`src/rtl/instruction_fetch.sv`:
```
// Fetch stage: one outstanding instruction-memory request, registered {instr, pc} towards decode.
// Optional misaligned-PC trap is built when IFETCH_MISALIGN_TRAP_EN is defined.
module instruction_fetch #(
  parameter int ADDR_W = 32,
  parameter int DATA_W = 32,
  parameter logic [DATA_W-1:0] NOP_INSTR = DATA_W'(32'h0000_0013)
) (
  input  logic              clk,
  input  logic              rst,
  input  logic [ADDR_W-1:0] pc_in,
  input  logic              flush,
  input  logic              dec_stall,
  output logic              imem_req,
  output logic [ADDR_W-1:0] imem_addr,
  input  logic              imem_valid,
  input  logic [DATA_W-1:0] imem_rdata,
  output logic [DATA_W-1:0] instr_out,
  output logic [ADDR_W-1:0] instr_pc,
  output logic              instr_valid,
  output logic              fetch_busy,
  output logic              misaligned
);

  localparam logic [1:0] S_IDLE = 2'd0;
  localparam logic [1:0] S_REQ  = 2'd1;
  localparam logic [1:0] S_WAIT = 2'd2;
  localparam logic [1:0] S_HOLD = 2'd3;

  logic [1:0]        state;
  logic              squash;
  logic [DATA_W-1:0] hold_instr;
  logic [ADDR_W-1:0] fetch_addr;
  logic              hold_load;

  assign fetch_addr = {pc_in[ADDR_W-1:2], 2'b00};
  assign fetch_busy = (state != S_IDLE);

  // Only a live (non-squashed) response that decode cannot take yet is parked.
  assign hold_load = (state == S_WAIT) && imem_valid && dec_stall && !flush && !squash;

`ifdef IFETCH_MISALIGN_TRAP_EN
  logic pc_misaligned;
  assign pc_misaligned = (pc_in[1:0] != 2'b00);
`else
  logic unused_pc_low;
  assign unused_pc_low = ^pc_in[1:0];
  assign misaligned    = 1'b0;
`endif

  always_ff @(posedge clk or negedge rst) begin
    if (!rst) begin
      state       <= S_IDLE;
      squash      <= 1'b0;
      imem_req    <= 1'b0;
      imem_addr   <= '0;
      instr_out   <= NOP_INSTR;
      instr_pc    <= '0;
      instr_valid <= 1'b0;
`ifdef IFETCH_MISALIGN_TRAP_EN
      misaligned  <= 1'b0;
`endif
    end else begin
      imem_req    <= 1'b0;
      instr_valid <= 1'b0;
      instr_out   <= NOP_INSTR;
`ifdef IFETCH_MISALIGN_TRAP_EN
      misaligned  <= 1'b0;
`endif
      case (state)
        S_IDLE: begin
          squash <= 1'b0;
`ifdef IFETCH_MISALIGN_TRAP_EN
          if (pc_misaligned) begin
            misaligned <= !flush;
            instr_pc   <= pc_in;
          end else begin
            state     <= S_REQ;
            imem_req  <= 1'b1;
            imem_addr <= fetch_addr;
          end
`else
          state     <= S_REQ;
          imem_req  <= 1'b1;
          imem_addr <= fetch_addr;
`endif
        end
        S_REQ: begin
          state <= S_WAIT;
          if (flush) squash <= 1'b1;
        end
        S_WAIT: begin
          if (imem_valid) begin
            squash <= 1'b0;
            // A squashed or same-cycle-flushed response is consumed and dropped.
            if (flush || squash) begin
              state <= S_IDLE;
            end else if (!dec_stall) begin
              instr_out   <= imem_rdata;
              instr_pc    <= imem_addr;
              instr_valid <= 1'b1;
              state       <= S_IDLE;
            end else begin
              state <= S_HOLD;
            end
          end else if (flush) begin
            squash <= 1'b1;
          end
        end
        S_HOLD: begin
          if (flush) begin
            state <= S_IDLE;
          end else if (!dec_stall) begin
            instr_out   <= hold_instr;
            instr_pc    <= imem_addr;
            instr_valid <= 1'b1;
            state       <= S_IDLE;
          end
        end
        default: state <= S_IDLE;
      endcase
    end
  end

  always_ff @(posedge clk) begin
    if (hold_load) hold_instr <= imem_rdata;
  end

endmodule
```
`config.mk`:
```
export PLATFORM = sky130hd
export DESIGN_NAME = instruction_fetch
export DESIGN_NICKNAME = d
export VERILOG_FILES = /design/src/rtl/instruction_fetch.sv
export SDC_FILE = /design/constraint.sdc
export NUM_CORES = 1
export LEC_CHECK = 0
export CAP_MARGIN = 0
export CORE_UTILIZATION = 45
export CTS_CLUSTER_SIZE = 12
export DETAILED_ROUTE_END_ITERATION = 8
export PLACE_DENSITY = 0.81
export SKIP_LAST_GASP = 1
export SLEW_MARGIN = 30
export SYNTH_ARGS = -nofsm -noshare
export SYNTH_HDL_FRONTEND = slang
export SYNTH_SLANG_ARGS = --single-unit
```
`constraint.sdc`:
```
create_clock -name clk -period 5.95 [get_ports clk]
set_input_delay 0.595 -clock clk [delete_from_list [all_inputs] [get_ports clk]]
set_output_delay 0.595 -clock clk [all_outputs]
set_load 0.02 [all_outputs]
```
# Word-level counts from Yosys, hierarchy flattened
# Cells that the tools add are included.
# op_classes
eq_ne	7
reduce_logical	13
mux	26
# ops
operator	n
$mux 32	9
$pmux 32 s2	2
$mux 2	5
$pmux 2 s4	1
$mux 1	7
$ne 2x2->1 const B	3
$eq 2x2->1 const B	2
$logic_and 1x1->1	4
$reduce_and 4->1	1
$reduce_bool 2->1	2
$ne 3x3->1 const B	1
$pmux 1 s3	1
$reduce_bool 3->1	1
$eq 2x1->1 const B	1
$logic_not 1->1	2
$logic_not 2->1	1
$pmux 1 s2	1
$reduce_and 2->1	1
$logic_or 1x1->1	1
# word_totals
input_bits	69
output_inout_bits	100
ff_bits	131

# Depth between registers and ports, before layout
# Gate-level depths: netlist of the first run.
# depth
depth_word	5
depth_mapped	6

# Worst setup path after synthesis of the first run
# OpenSTA, ideal clock, no wires.
# synth_path
path_type	reg2reg
start	register state[0]
end	register hold_instr[0] (enable)
stages_incl_launch_ff	5
arrival_time_ns	2.015
slack_ns	3.543
cell_sequence	dfrtp_1 -> inv_1 -> ha_1 -> nor4bb_1 -> and2_1
# synth_via
elab_chain_cells	5
# synth_lines
item	line_no	text
from (decl)	29	logic [1:0] state;
from (signal assigned)	52	state <= S_IDLE;
from (signal assigned)	82	state <= S_REQ;
from (signal assigned)	88	state <= S_WAIT;
$eq 2x2->1	39	assign hold_load = (state == S_WAIT) && imem_valid && dec_stall && !flush && !squash;
$logic_and 1x1->1 (4 in series)	39	
named net hold_load	33	logic hold_load;
to (signal assigned)	125	if (hold_load) hold_instr <= imem_rdata;
to (decl)	31	logic [DATA_W-1:0] hold_instr;
# The timed path passes the listed nets, and every way through them passes these cells.
# A chain may end at the register's enable or synchronous reset.

# Final worst setup path of the first run
# layout_path
start	register state[0]
end	output port fetch_busy
# layout_via
elab_chain_cells	1
# layout_lines
item	line_no	text
$reduce_bool 2->1	36	assign fetch_busy = (state != S_IDLE);
to (decl)	20	output logic fetch_busy,
# No other way between the ends.

==> results of run 1 <==
[worst paths after layout]
| check | cells after the start | endpoint | start | slack (ns) |
|---|---|---|---|---|
| setup / recovery | 4 | fetch_busy | state[0] | 3.42 |
| hold / removal | 1 | instr_out[11] | hold_instr[11] | 0.47 |
| setup reg to reg | 5 | hold_instr[12] | state[0] | 3.65 |
| hold reg to reg | 1 | instr_out[11] | hold_instr[11] | 0.47 |
| max in group asynchronous | 3 | imem_addr[23] | rst | 4.49 |
| min in group asynchronous | 2 | imem_addr[11] | rst | 0.54 |
[layer usage]
metal	track usage	share of wire	wire length (um)
met1	0.2416	0.41	4192
met2	0.3273	0.50	5087
met3	0.07611	0.080	820
met4	0.08451	0.013	129
met5	0	0	0
[state kept, by name, summed over array words and instances (netlist names)]
register / flops
state: 2
instr_valid: 1
squash: 1
hold_instr: 32
imem_req: 1
imem_addr: 30
instr_pc: 30
instr_out: 32
[per-stage QoR]
step	setup slack (ns)	hold WS, ns	utilization	std cells
floorplan	3.543	0.2994	-	284
global placement	3.268	0.4485	0.6271	566
detailed placement	3.429	0.4508	0.6299	567
CTS	3.389	0.4647	0.6871	600
global route	3.352	0.4759	0.6875	600
finish	3.423	0.4663	0.6875	600
[cells in the mapped netlist (4+ instances only)]
library cell,instances
mux2_2,56
edfxtp_1,32
ha_1,5
inv_1,5
clkbuf_1,4
dfrtp_1,94
a22o_1,29
buf_4,8
mux2_1,4
o21ai_0,7
[worst max-delay path, delay by kind of cell (launching register included)]
kind                       cells  cell delay (ns)
buffers and inverters          3             0.76
adders and majority gates      1             0.22
DFF                            1             0.45
[cells in the final DEF, fill, tap and decap left out, types with 4 or more instances in the layout]
cell type / synthesis / layout
mux2_1: 4 / 4
a22o_1: 29 / 29
conb_1: 1 / 5
clkinvlp_4: 0 / 4
ha_1: 5 / 5
edfxtp_1: 32 / 32
o21ai_0: 7 / 7
dfrtp_1: 94 / 94
inv_1: 5 / 5
clkbuf_16: 0 / 17
clkdlybuf4s50_1: 0 / 160
mux2_2: 56 / 56
[report_power, final]
group          internal [mW]  switching, mW  total (mW)
Combinational          0.721          0.654        1.37
Clock                  0.619          0.376       0.995
Sequential              1.18          0.151        1.33
[cells by family after synthesis]
kind of cell | Yosys count | synth area share
compound gates | 43 | 0.06914
mux | 60 | 0.1425
flops | 129 | 0.7155
fa+ha+maj | 5 | 0.01320
other cells | 1 | 0.0007910
buf+inv | 23 | 0.03009
simple gates | 19 | 0.02877
[timing repair]
action | 4_1_cts | 5_1_grt
endpoints found under the hold margin | 27 | 0
hold buffers | 1 | 0
resized for setup | 0 | 0
setup endpoints to repair | 0 | 0
[area by class of cell]
cell class	instances	area [um2]	share of cell area
Multi-Input combinational cell	132	1234	0.1746
Tap cell	136	170.2	0.02408
Inverter	5	18.77	0.002656
Clock inverter	13	135.1	0.01913
Timing Repair Buffer	166	1673	0.2368
Clock buffer	19	442.9	0.06269
Sequential cell	129	3392	0.4801
==> flow_summary.json, run 1 <==
{
  "outcome": "complete, no violations",
  "period_share": 0.4247,
  "cts_tree": "done",
  "synth-main-ff-cell": "dfrtp_1",
  "yosys_warnings": 0,
  "syn_avg_cell_area_um2": 16.93,
  "grt_overflow": 0,
  "drtPass1Iterations": 4,
  "synth_area_leaders": "dfrtp_1 50%, edfxtp_1 20%, mux2_2 13%",
  "clockBufferDepth": 2,
  "crit_chain": "inv_1 -> ha_1 -> inv_1 -> clkdlybuf4s50_1",
  "syn_area_um2": 4741,
  "ant_nets": 0,
  "die_w_um": 104.6,
  "peakVddDrop_mv": 0.2675,
  "drive_above_1_share": 0.2177,
  "rsz0062_at_grt": "no",
  "synth-seq-area-share": 0.7155,
  "fmax_ghz": 0.3958,
  "hold_violations": 0,
  "fin_setup_tns_ns": 0,
  "setup_viol": 0,
  "slew_headroom": 0.5772,
  "synth_edf_count": 32,
  "critPathMaxFanout": 6,
  "die_area_um2": 10950,
  "slowest_stage": "clkdlybuf4s50_1",
  "synth-seq-cells": 129,
  "final_cell_area_um2": 7066,
  "first_iter_violations": 159,
  "dp_hpwl_mm": 6.895,
  "cts_max_level": 4,
  "insertion_delay_ns": 0.51,
  "core_area_um2": 10280,
  "start_util": 0.4613,
  "port_buffers": 161,
  "n_fill_cell": 736,
  "post-route-drc-count": 0,
  "slew_violations": 0,
  "cts.sinks": 129,
  "wl_mm": 10.23,
  "cp_common_cell": "inv_1",
  "cts_made_buffers": 17,
  "cts_setup_buffers": 0,
  "clockRootBuffer": "clkbuf_8",
  "maxCapViolCount": 0,
  "min_path_type": "reg2reg",
  "ios": 169,
  "arrival_ns": 1.93,
  "total_power_mw": 3.698,
  "end_kind": "primary output",
  "critPathRequiredTime_ns": 5.36,
  "worst_pin_slew_ns": 0.6342,
  "dpl_cell_area_um2": 6474,
  "grt_pass1_vias": 3128,
  "grt_max_degree": 71,
  "wire_per_inst_um": 17.05,
  "yosysUniqueCellTypes": 28,
  "rows": 37,
  "viasPerCell": 4.987,
  "antenna_found_initial": 0,
  "crit_path_start_kind": "register",
  "grt_usage": 0.2017,
  "globalplace.congestion": 0.7872,
  "syn_inst": 280,
  "nets": 525,
  "areaGrowthSynthToFinish_pct": 49.04,
  "min_period_ns": 2.527,
  "crit_type": "reg2out",
  "clkTransAtPathRegs_ns": 0.06,
  "yosys.area.top_type": "dfrtp_1",
  "diodes": 0,
  "slowest_delay_ns": 0.61,
  "vias": 2992,
  "grt_pass1_wl_mm": 16.52,
  "finClkSkew_ns": 0.005867,
  "power_leakage_nw": 2.927,
  "async_flop_share": 0.7519,
  "die_h_um": 104.6,
  "yosysTopAreaCellShare": 0.4962,
  "p_per_area_nw_per_um2": 523.4
}
Note: power is estimated with default switching activity, not from simulation.
==> run 2: changes to the inputs <==
==> constraint.sdc (replaced) <==
create_clock -name clk -period 2.6 [get_ports clk]
set_input_delay 0.26 -clock clk [delete_from_list [all_inputs] [get_ports clk]]
set_output_delay 0.26 -clock clk [all_outputs]
set_load 0.02 [all_outputs]
==> run 2 against run 1 <==
  * Design area grew 0.41%
  * Clock power grew 120%
  * Combinational power grew 130%
  * Global-route usage down 0.14 points
  * Clock skew is 0.00086 ns higher
  * Utilization grew 0.28 points
  * Critical endpoint is now hold_instr[21]
  * Largest power group unchanged
==> flow_summary.json, run 2 (synthesis gave the netlist of run 1 again) <==
{
  "outcome": "complete, no violations",
  "fin_ws_ns": 0.4045,
  "seqPwrFrac": 0.360,
  "grt_overflow": 0,
  "die_w_um": 104.6,
  "pre_cts_ws_ns": 0.4047,
  "final_cells": 603,
  "grt_usage": 0.2003,
  "clockRootBuffer": "clkbuf_8",
  "power.switching_mw": 2.614,
  "drive_above_1_share": 0.2141,
  "ant_nets": 0,
  "finClkSkew_ns": 0.006730,
  "dp_hpwl_mm": 7.027,
  "rows": 37,
  "p_per_area_nw_per_um2": 1186,
  "hold_violations": 0,
  "dp_cells": 570,
  "slew_headroom": 0.5189,
  "fmax_ghz": 0.4555,
  "critPathMaxFanout": 32,
  "switching_share": 0.3106,
  "crit_chain": "inv_1 -> ha_1 -> nor4bb_1 -> and2_1 -> buf_12",
  "cts_made_buffers": 17,
  "first_iter_violations": 119,
  "slowest_stage": "nor4bb_1",
  "viasPerCell": 4.932,
  "crit_path_start_kind": "register",
  "drtPass1Iterations": 4,
  "die_area_um2": 10950,
  "fin_setup_tns_ns": 0,
  "peakVddDrop_mv": 0.6079,
  "dpl_cell_area_um2": 6513,
  "insertion_delay_ns": 0.50,
  "cts.sinks": 129,
  "end_kind": "register",
  "power_leakage_nw": 2.957,
  "final_common_cell": "clkdlybuf4s50_1",
  "areaGrowthSynthToFinish_pct": 49.64,
  "period_share": 0.8444,
  "post-route-drc-count": 0,
  "top_regs": "hold_instr (32), instr_out (32)",
  "clockBufferDepth": 2,
  "clkTransAtPathRegs_ns": 0.05,
  "final_cell_area_um2": 7094,
  "combinationalPowerShare": 0.375,
  "arrival_ns": 2.39,
  "p_int_mw": 5.801,
  "post-route-util": 0.6903,
  "cts_tree": "done",
  "vias": 2974,
  "core_area_um2": 10280,
  "min_period_ns": 2.196,
  "fin_hold_ws_ns": 0.3456,
  "grt_max_degree": 58,
  "rsz0062_at_grt": "no",
  "slew_violations": 0,
  "crit_type": "reg2reg",
  "nets": 528,
  "cts_resized": 0,
  "diodes": 0,
  "die_h_um": 104.6,
  "holdBufCountCts": 1,
  "worst_pin_slew_ns": 0.7216,
  "setup_viol": 0,
  "crit_buf_inv": 2,
  "p_clk_frac": 0.264,
  "ios": 169,
  "grt_pass1_vias": 3143,
  "antenna_found_initial": 0,
  "wire_per_inst_um": 16.80,
  "total_power_mw": 8.414,
  "final_cell_mix": "160 x clkdlybuf4s50_1, 94 x dfrtp_1, 56 x mux2_2, 32 x edfxtp_1, 29 x a22o_1",
  "grt_pass1_wl_mm": 16.42,
  "slowest_delay_ns": 0.51,
  "globalplace.congestion": 0.8170,
  "port_buffers": 161,
  "maxCapViolCount": 0,
  "critPathRequiredTime_ns": 2.79,
  "wl_mm": 10.13,
  "start_util": 0.4613,
  "cts_setup_buffers": 0,
  "cts_max_level": 4,
  "min_path_type": "in2reg",
  "cp_top_family": "simple AND/OR/NAND/NOR gates"
}
-- run 2: path summary, 6_finish.rpt --
path                                start        endpoint  slack, ns  depth (start not counted)
min                         imem_rdata[0]   hold_instr[0]       0.35                          1
max in group asynchronous             rst    instr_out[0]       1.50                          3
min in group asynchronous             rst    imem_addr[6]       0.37                          2
max                              state[0]  hold_instr[21]       0.40                          5
min reg2reg                hold_instr[27]   instr_out[27]       0.46                          1
max reg2reg                      state[0]  hold_instr[21]       0.40                          5
-- run 2: power by group through the flow --
stage / clock network [mW] / logic [mW] / registers, mW
2_1_floorplan: 0 / 0.994 / 3.71
3_3_place_gp: 0 / 3.12 / 3.02
3_5_place_dp: 0 / 3.18 / 3.07
4_1_cts: 2.28 / 3.19 / 3.04
5_1_grt: 2.36 / 3.34 / 3.12
6_report: 2.22 / 3.16 / 3.03
-- run 2: cell type report --
cell class                      instances  area, um2
Clock inverter                          4      45.04
Sequential cell                       129       3392
Fill cell                             744       3183
Timing Repair Buffer                  169       1709
Multi-Input combinational cell        132       1232
Clock buffer                           28      526.8
Tap cell                              136      170.2
Inverter                                5      18.77
-- run 2: metal layers --
metal | part of all wire | wire length (um) | vias to the layer above | global-route usage
met2 | 0.49 | 4963 | 126 | 0.3207
met4 | 0.015 | 155 | 0 | 0.07344
li1 | - | - | 1369 | -
met1 | 0.41 | 4138 | 1467 | 0.2352
met3 | 0.086 | 873 | 12 | 0.09482
met5 | 0 | 0 | - | 0
-- run 2: worst register-to-register path: stages (launching register included) --
cell	delay, ns
dfrtp_1	0.44
inv_1	0.11
ha_1	0.32
nor4bb_1	0.51
and2_1	0.27
buf_12	0.23
==> run 3: changes to the inputs <==
==> constraint.sdc (replaced) <==
create_clock -name clk -period 2.1 [get_ports clk]
set_input_delay 0.21 -clock clk [delete_from_list [all_inputs] [get_ports clk]]
set_output_delay 0.21 -clock clk [all_outputs]
set_load 0.02 [all_outputs]
==> run 3 against run 2 <==
  * Hold slack got worse by 0.077 ns
  * Total power increased by 19%
  * Sequential share of layout area increased by 0.41 points
  * Register-to-register slack got worse by 0.20 ns
  * Critical endpoint is now instr_pc[6]
  * Largest cell class unchanged
  * Largest power group unchanged
==> flow_summary.json, run 3 (synthesis gave the netlist of run 1 again) <==
{
  "grt_max_degree": 52,
  "wire_per_inst_um": 15.90,
  "vias": 2954,
  "ant_nets": 0,
  "top_regs": "hold_instr (32), instr_out (32)",
  "min_period_ns": 1.897,
  "crit_type": "reg2reg",
  "finClkSkew_ns": 0.004300,
  "cts_tree": "done",
  "slew_headroom": 0.5704,
  "final_cell_area_um2": 7034,
  "globalplace.congestion": 0.7118,
  "fmax_ghz": 0.5271,
  "nets": 531,
  "wl_mm": 9.638,
  "first_iter_violations": 96,
  "switching_share": 0.3192,
  "grt_usage": 0.1920,
  "final_cells": 606,
  "grt_pass1_wl_mm": 15.84,
  "ios": 169,
  "min_path_type": "in2async",
  "die_h_um": 104.6,
  "start_util": 0.4613,
  "outcome": "complete, no violations",
  "insertion_delay_ns": 0.51,
  "clockBufferDepth": 2,
  "worst_pin_slew_ns": 0.6444,
  "final_cell_mix": "159 x clkdlybuf4s50_1, 94 x dfrtp_1, 56 x mux2_2, 32 x edfxtp_1, 29 x a22o_1",
  "setup_viol": 0,
  "power.switching_mw": 3.192,
  "crit_start": "state[0]",
  "core_area_um2": 10280,
  "rows": 37,
  "p_per_area_nw_per_um2": 1421,
  "p_clk_frac": 0.236,
  "crit-reg2reg-launch": "state[0]",
  "grt_overflow": 0,
  "final_common_cell": "clkdlybuf4s50_1",
  "diodes": 0,
  "dp_hpwl_mm": 6.757,
  "areaGrowthSynthToFinish_pct": 48.38,
  "grt_pass1_vias": 3030,
  "dpl_cell_area_um2": 6536,
  "cts.sinks": 129,
  "cts_made_buffers": 17,
  "peakVddDrop_mv": 0.7584,
  "die_w_um": 104.6,
  "post-route-drc-count": 0,
  "p_int_mw": 6.807,
  "cts_max_level": 4,
  "critPathMaxFanout": 30,
  "rsz0062_at_grt": "no",
  "drive_above_1_share": 0.2170,
  "seqPwrFrac": 0.375,
  "power_leakage_nw": 2.924,
  "antenna_found_initial": 0,
  "slew_violations": 0,
  "fin_hold_ws_ns": 0.2681,
  "die_area_um2": 10950,
  "end_kind": "register",
  "drtPass1Iterations": 4,
  "dp_cells": 573,
  "crit_path_start_kind": "register",
  "hold_violations": 0,
  "combinationalPowerShare": 0.388,
  "clkTransAtPathRegs_ns": 0.05,
  "arrival_ns": 2.28,
  "fin_setup_tns_ns": 0,
  "maxCapViolCount": 0,
  "viasPerCell": 4.875,
  "port_buffers": 161,
  "period_share": 0.9034,
  "clockRootBuffer": "clkbuf_8",
  "critPathRequiredTime_ns": 2.48
}
==> run 3: cell types whose count changed in the layout (fill, tap and decap cells not counted), sizes merged <==
cell / change
buf: +3
bufinv: -1
clkbuf: -6
clkdlybuf4s50: -1
clkinv: +6
clkinvlp: +1
dlygate4sd2: +1
==> run 3: area by class of cell <==
cell class | count | area (um2)
sequential | 129 | 3392
fill | 736 | 3243
timing repair buffer | 172 | 1730
multi-input combinational | 132 | 1242
clock buffer | 22 | 432.9
tap | 136 | 170.2
clock inverter | 10 | 47.55
inverter | 5 | 18.77
==> run 3: routing by layer <==
metal	track usage	share of wire	up-vias
met1	0.2357	0.42	1450
met4	0.09054	0.016	0
met3	0.07299	0.073	14
met5	0	0	-
met2	0.2999	0.49	119
li1	-	-	1371
==> run 3: critical path, cell delays in order, from the launching register on <==
cell,delay (ns)
dfrtp_1,0.44
inv_1,0.10
ha_2,0.24
and3b_1,0.22
o21ai_4,0.17
buf_12,0.22
mux2_1,0.36
==> run 3: power by group through the flow <==
stage | combinational (mW) | sequential [mW] | clock (mW)
floorplan | 1.23 | 4.60 | 0
global placement | 3.85 | 3.74 | 0
detailed placement | 3.92 | 3.80 | 0
CTS | 3.93 | 3.76 | 2.42
global route | 4.11 | 3.86 | 2.53
finish | 3.88 | 3.75 | 2.36
==> run 3: through the flow <==
step	power [mW]	util	setup WS, ns
after floorplan	5.827	-	0.01482
after global placement	7.592	0.6360	0.1628
after detailed placement	7.721	0.6360	0.1046
after CTS	10.11	0.6836	0.1048
after global routing	10.51	0.6844	0.06495
final	9.999	0.6844	0.2029
==> run 3: repair_timing <==
action | CTS | global route
setup endpoints to repair | 1 | 32
setup buffers | 0 | 0
pin swaps | 0 | 0
endpoints found under the hold margin | 46 | 0
gates resized for setup | 1 | 2
hold buffers | 1 | 0
gates cloned | 0 | 0
==> run 3: path summary, 6_finish.rpt <==
| check | depth (start not counted) | to | slack, ns |
|---|---|---|---|
| min reg2reg | 1 | instr_out[23] | 0.46 |
| max | 6 | instr_pc[6] | 0.20 |
| min in group clk | 1 | hold_instr[31] | 0.28 |
| max in group asynchronous | 3 | instr_pc[12] | 1.17 |
| min | 2 | imem_addr[5] | 0.27 |
| max reg2reg | 6 | instr_pc[6] | 0.20 |
